## src/rtl/id_ex_pipe_stage.sv

```systemverilog
// Elastic ID/EX pipeline register with valid/ready handshake, flush and stall counter.
// Define ID_EX_SKID_EN to add a one-entry skid buffer that registers in_ready.
module id_ex_pipe_stage #(
   parameter int unsigned DATA_WIDTH      = 64,
   parameter int unsigned REG_ID_WIDTH    = 5,
   parameter int unsigned ALU_OP_WIDTH    = 7,
   parameter int unsigned ALU_FUNC3_WIDTH = 3,
   parameter int unsigned ALU_FUNC7_WIDTH = 7,
   parameter int unsigned EX_CTRL_WIDTH   = 1 + ALU_OP_WIDTH + ALU_FUNC3_WIDTH + ALU_FUNC7_WIDTH,
   parameter int unsigned CNT_WIDTH       = 16
) (
   input  logic                     clk,
   input  logic                     reset,
   input  logic [DATA_WIDTH-1:0]    pc_in,
   input  logic [DATA_WIDTH-1:0]    data1_in,
   input  logic [DATA_WIDTH-1:0]    data2_in,
   input  logic [DATA_WIDTH-1:0]    imm_in,
   input  logic [REG_ID_WIDTH-1:0]  dest_in,
   input  logic [REG_ID_WIDTH-1:0]  reg1_in,
   input  logic [REG_ID_WIDTH-1:0]  reg2_in,
   input  logic [EX_CTRL_WIDTH-1:0] ex_control_in,
   input  logic [1:0]               mem_control_in,
   input  logic [1:0]               wb_control_in,
   input  logic                     in_valid,
   output logic                     in_ready,
   input  logic                     flush,
   output logic [DATA_WIDTH-1:0]    pc_out,
   output logic [DATA_WIDTH-1:0]    data1_out,
   output logic [DATA_WIDTH-1:0]    data2_out,
   output logic [DATA_WIDTH-1:0]    imm_out,
   output logic [REG_ID_WIDTH-1:0]  dest_out,
   output logic [REG_ID_WIDTH-1:0]  reg1_out,
   output logic [REG_ID_WIDTH-1:0]  reg2_out,
   output logic [EX_CTRL_WIDTH-1:0] ex_control_out,
   output logic [1:0]               mem_control_out,
   output logic [1:0]               wb_control_out,
   output logic                     out_valid,
   input  logic                     out_ready,
   output logic [CNT_WIDTH-1:0]     stall_count
);

   localparam int unsigned PayW = 4 * DATA_WIDTH + 3 * REG_ID_WIDTH + EX_CTRL_WIDTH + 4;

   logic [PayW-1:0]      pay_in;
   logic [PayW-1:0]      main_d, main_q;
   logic                 out_valid_d, out_valid_q;
   logic [CNT_WIDTH-1:0] cnt_d, cnt_q;
   logic [1:0]           mem_raw, wb_raw;
   logic                 in_fire, out_fire;

   assign pay_in = {pc_in, data1_in, data2_in, imm_in, dest_in, reg1_in, reg2_in,
                    ex_control_in, mem_control_in, wb_control_in};

   assign in_fire  = in_valid & in_ready;
   assign out_fire = out_valid_q & out_ready;

`ifdef ID_EX_SKID_EN
   logic [PayW-1:0] skid_d, skid_q;
   logic            skid_valid_d, skid_valid_q;

   // Ready comes straight from a flop, so no combinational path from out_ready.
   assign in_ready = ~skid_valid_q;

   always_comb begin
      main_d       = main_q;
      out_valid_d  = out_valid_q;
      skid_d       = skid_q;
      skid_valid_d = skid_valid_q;
      if (flush) begin
         out_valid_d  = 1'b0;
         skid_valid_d = 1'b0;
      end else if (out_fire) begin
         if (skid_valid_q) begin
            main_d       = skid_q;
            skid_valid_d = 1'b0;
         end else if (in_fire) begin
            main_d = pay_in;
         end else begin
            out_valid_d = 1'b0;
         end
      end else if (in_fire) begin
         if (out_valid_q) begin
            skid_d       = pay_in;
            skid_valid_d = 1'b1;
         end else begin
            main_d      = pay_in;
            out_valid_d = 1'b1;
         end
      end
   end

   always_ff @(posedge clk) begin
      if (reset) begin
         skid_q       <= '0;
         skid_valid_q <= 1'b0;
      end else begin
         skid_q       <= skid_d;
         skid_valid_q <= skid_valid_d;
      end
   end
`else
   assign in_ready = ~out_valid_q | out_ready;

   always_comb begin
      main_d      = main_q;
      out_valid_d = out_valid_q;
      if (flush) begin
         out_valid_d = 1'b0;
      end else if (in_fire) begin
         main_d      = pay_in;
         out_valid_d = 1'b1;
      end else if (out_fire) begin
         out_valid_d = 1'b0;
      end
   end
`endif

   always_comb begin
      cnt_d = cnt_q;
      if (out_valid_q && !out_ready && !flush && (cnt_q != {CNT_WIDTH{1'b1}})) begin
         cnt_d = cnt_q + CNT_WIDTH'(1);
      end
   end

   always_ff @(posedge clk) begin
      if (reset) begin
         main_q      <= '0;
         out_valid_q <= 1'b0;
         cnt_q       <= '0;
      end else begin
         main_q      <= main_d;
         out_valid_q <= out_valid_d;
         cnt_q       <= cnt_d;
      end
   end

   assign {pc_out, data1_out, data2_out, imm_out, dest_out, reg1_out, reg2_out,
           ex_control_out, mem_raw, wb_raw} = main_q;

   // Bubbles must never write memory or the register file.
   assign mem_control_out = out_valid_q ? mem_raw : 2'b00;
   assign wb_control_out  = out_valid_q ? wb_raw : 2'b00;
   assign out_valid       = out_valid_q;
   assign stall_count     = cnt_q;

endmodule

```

## config.mk

```make
export PLATFORM = sky130hd
export DESIGN_NAME = id_ex_pipe_stage
export DESIGN_NICKNAME = d
export VERILOG_FILES = /design/src/rtl/id_ex_pipe_stage.sv
export SDC_FILE = /design/constraint.sdc
export NUM_CORES = 1
export LEC_CHECK = 0
export ABC_AREA = 0
export CORE_AREA = 2 2 235 237
export DETAILED_ROUTE_END_ITERATION = 12
export DIE_AREA = 0 0 237 239
export PLACE_DENSITY = 0.6
export SLEW_MARGIN = 25
export SYNTH_ARGS = -nofsm -noshare
export SYNTH_HDL_FRONTEND = slang
export SYNTH_SLANG_ARGS = --single-unit
```

## constraint.sdc

```tcl
create_clock -name clk -period 2.35 [get_ports clk]
set_input_delay 0.3525 -clock clk [delete_from_list [all_inputs] [get_ports clk]]
set_output_delay 0.3525 -clock clk [all_outputs]
set_load 0.01 [all_outputs]
```

After elaboration in Yosys (flattened, before gate mapping)
Cells that the tools add are included.
{"block": "word_totals", "in_bits": 298, "elab_cells": 22, "ff_bits": 310}
{"block": "op_classes", "reduce_logical": 8, "n_eq_ne": 1, "bitwise": 5, "muxes": 4, "n_addsub": 1}
{"op": "adder 16 x 1 -> 16 bit (second input constant)", "count": 1}
{"op": "inequality test 16 bit (second input constant)", "count": 1}
{"op": "two-way mux 2 bit", "count": 2}
{"op": "logical AND 1 bit", "count": 3}
{"op": "AND 1 bit", "count": 2}
{"op": "zero test 1 bit", "count": 2}
{"op": "two-way mux 1 bit", "count": 2}
{"op": "NOT 1 bit", "count": 2}
{"op": "AND reduction 2 bit", "count": 1}
{"op": "nonzero test 2 bit", "count": 1}
{"op": "OR reduction 2 bit", "count": 1}
{"op": "OR 1 bit", "count": 1}

Longest topological paths before layout
Gate-level depths: netlist of the first run.
{"block": "depth", "depth_word": 4, "ltp_mapped": 7}

Worst setup path after synthesis of the first run
Ideal clock, no wire load.
{"block": "synth_timing", "path_kind": "reg2reg", "from": "register cnt_q[0], in the netlist stall_count[0]", "to": "register cnt_q[10], in the netlist stall_count[10]", "t_required_ps": 2229, "path_slack_ps": 669, "path_stages_with_launch": 6, "t_arrival_ps": 1561, "setup_ps": 121, "path_cell_list": "dfxtp_1 -> ha_1 -> nand3_1 -> nand2b_2 -> nor4_1 -> mux2_2"}
{"block": "synth_between", "elab_chain_cells": 2, "elab_cells_between_ends": 3, "classes_between": "add/sub (1); eq/ne (1); reduce/logical (1)"}
{"element": "from (decl)", "line": "47", "source": "logic [CNT_WIDTH-1:0] cnt_d, cnt_q;"}
{"element": "from (signal assigned)", "line": "133", "source": "cnt_q <= cnt_d;"}
{"element": "branches (longest 2 deep; another with adder 16 x 1 -> 16 bit)"}
Several ways; the timed one is not identified.
A chain may end at the register's enable or synchronous reset.

Final worst setup path of the first run
{"block": "layout_timing", "from": "register out_valid_q, in the netlist out_valid", "to": "output mem_control_out[1]"}
{"block": "layout_between", "elab_chain_cells": 1}
{"element": "from (decl)", "line": "46", "source": "logic out_valid_d, out_valid_q;"}
{"element": "from (signal assigned)", "line": "132", "source": "out_valid_q <= out_valid_d;"}
{"element": "two-way mux 2 bit", "line": "141", "source": "assign mem_control_out = out_valid_q ? mem_raw : 2'b00;"}
{"element": "to (decl)", "line": "35", "source": "output logic [1:0] mem_control_out,"}
No other way between the ends.

==> impl_metrics.py, run 1 <==
metrics = {
    "status": {
        "outcome": "finished clean",
    },
    "timing": {
        "period_share_pct": 90.3,
        "worst_pin_slew_ns": 0.453,
        "relSlewSlack_pct": 69.8,
        "finalSetupTns_ns": 0,
        "hold_violations": 0,
        "finalSetupViolations": 0,
        "layout_min_cycle_time_ns": 2.12,
        "setup_ws_ns": 0.227,
        "maxSlewViolCount": 0,
        "rsz0062_at_grt": "no",
        "fmax_mhz": 471,
        "fin_worst_skew_ns": 0.0136,
    },
    "clock_network": {
        "cts_root_buffer": "clkbuf_16",
        "holdBufCountCts": 0,
        "post_cts_buffers": 0,
        "clkSinkCount": 310,
        "clk_pin_slew_ns": 0.06,
        "h-tree-depth": 2,
        "clk_latency_ns": 0.53,
        "cts_made_buffers": 38,
        "post_cts_resize_count": 0,
        "tritoncts": "done",
        "clockBufferDepth": 3,
    },
    "synth": {
        "yosys-top-cells-area": "dfxtp_1 47%, nand2_1 17%, buf_4 17%",
        "ys.flop_type": "dfxtp_1",
        "synth-compound-area-share_pct": 12.5,
        "synth_top_area_share_pct": 47.4,
        "avgSynthCellArea_um2": 7.86,
        "synth_mux_area_share_pct": 0.172,
        "synth_edf_count": 0,
        "yosys.area_share.simple_pct": 19.7,
        "synthAdderAreaFrac_pct": 0.0955,
        "yosys.area.top_type": "dfxtp_1",
        "mappedNetlistNets": 1967,
        "async_reset_ff_share_pct": 0,
        "synth_cells": 1668,
        "synth-seq-cells": 310,
        "synthDistinctLibCells": 35,
        "synthTopCellsByCount": "592 x nand2_1, 310 x dfxtp_1, 307 x a21oi_1",
        "yosysMostFrequentCell": "nand2_1",
        "ys_warn_count": 0,
        "synth_top_family_by_area": "buffers and inverters",
        "yosys.area_share.xor_xnor_pct": 0,
        "synth_seq_area_share_pct": 47.4,
        "synth_area_um2": 13100,
    },
    "detailed_routing": {
        "drt_iter0_markers": 479,
        "first_pass_iters": 4,
        "wl_per_cell_um": 15.4,
        "drt_wl_total_um": 41600,
        "drc_errors": 0,
        "viasPerCell": 4.20,
        "vias": 11344,
        "ant_nets": 0,
    },
    "worst_hold_path": {
        "hold_path.class": "input port to flip-flop",
    },
    "die": {
        "num_rows": 86,
        "die_h_um": 239,
        "initial_core_util_pct": 24.1,
        "core-area_um2": 54300,
        "dieArea_um2": 56600,
        "io_pins": 609,
        "die_w_um": 237,
    },
    "placement": {
        "place_ws_ns": 0.173,
        "dp_hpwl_um": 30700,
        "place.gp.congestion": 0.852,
        "io_buffer_count": 608,
        "placed_area_um2": 18000,
    },
    "finish": {
        "final_util_pct": 35.5,
        "drive_above_1_share_pct": 6.06,
        "nNetsFinal": 2272,
        "antenna_cells": 0,
        "syn2layout_area_growth_pct": 47.1,
        "final_cell_area_um2": 19300,
    },
    "grt": {
        "grt_antenna_before_repair": 0,
        "overflow": 0,
        "grt_pass1_wl_um": 61400,
        "grt_max_degree": 71,
        "grt_usage_pct": 13.8,
        "grt_pass1_vias": 10841,
    },
    "worst_setup_path": {
        "critPathArrivalTime_ns": 1.77,
        "required_ns": 2.00,
        "start_kind": "flip-flop",
        "setup.worst_path.end_class": "output pin",
        "worstPathMaxFanout": 5,
        "critical_path_class": "flip-flop to output pin",
    },
    "power_and_ir_drop": {
        "p_leak_nw": 6.85,
        "ir_drop_uv": 463,
        "power_density_nw_per_um2": 700,
    },
    "job": {
        "drv_cap": 0,
    },
}
-- registers in the layout, indices dropped and copies added, names as in the netlist --
name	count
main_q	293
stall_count	16
out_valid	1
-- per-layer routing --
layer / GRT usage [%] / share of wire [%]
met2: 22.9 / 47
met1: 16.5 / 42
met4: 5.04 / 2.9
met5: 0 / 0
met3: 4.63 / 8.5
-- layout make-up --
type,instances,area [um2]
multi-input cells,964,4250
repair buffers,656,6630
well taps,704,881
flip-flops and latches,310,6210
clock inverters,9,151
fillers,5533,35100
clock buffers,56,1150
inverters,3,11.3
-- worst paths after layout --
| check | start | endpoint | slack [ns] | depth (start not counted) |
|---|---|---|---|---|
| worst max register to register | stall_count[0] | stall_count[10] | 0.48 | 5 |
| worst max-delay path | out_valid | mem_control_out[1] | 0.23 | 3 |
| worst min register to register | main_q[280] | main_q[280] | 0.45 | 2 |
| worst min-delay path | reset | main_q[16] | 0.22 | 2 |
-- critical path, cell delays in order (launching register included) --
cell and delay, ns:
dfxtp_1 0.35, buf_4 0.17, and2_2 0.14, clkdlybuf4s50_1 0.57
-- cell usage in the layout (no fill, tap or decap), types with 8 or more instances in the layout --
master           count
or4_1                9
clkbuf_16           41
clkdlybuf4s50_1    607
nand2_1            592
a21oi_1            307
clkbuf_1             8
o31ai_1             10
buf_12              14
dfxtp_1            310
buf_4               34
-- report_power, final --
group	total [W]	internal (W)	switching [W]
sequential	0.00561	0.00549	0.000119
clock	0.00609	0.00382	0.00227
combinational	0.00179	0.00103	0.000755
total	0.0135	0.0103	0.00315
-- per-stage QoR --
stage / power [W] / std cells / hold WS, ns
final: 0.0135 / 2702 / 0.216
after global routing: 0.0141 / 2702 / 0.210
after CTS: 0.0138 / 2702 / 0.187
after detailed placement: 0.00753 / 2637 / 0.445
after global placement: 0.00751 / 2637 / 0.441
after floorplan: 0.00661 / 1668 / 0.432
-- kinds of logic after synthesis --
family / after synthesis
mux: 2
simple gates: 640
compound gates: 321
flops: 310
fa+ha+maj: 1
buf+inv: 394
Note: power is estimated with default switching activity, not from simulation.
==> run 2, diff against run 1 <==
Settings changed: CTS_CLUSTER_SIZE set to 30.
==> results of run 2 <==
No change in the layout: final DEF, timing and power equal those of run 1.
==> run 3, diff against run 2 <==
Settings changed: ABC_AREA 0 to unset.
==> results of run 3 <==
No change in the layout: final DEF, timing and power equal those of run 1.
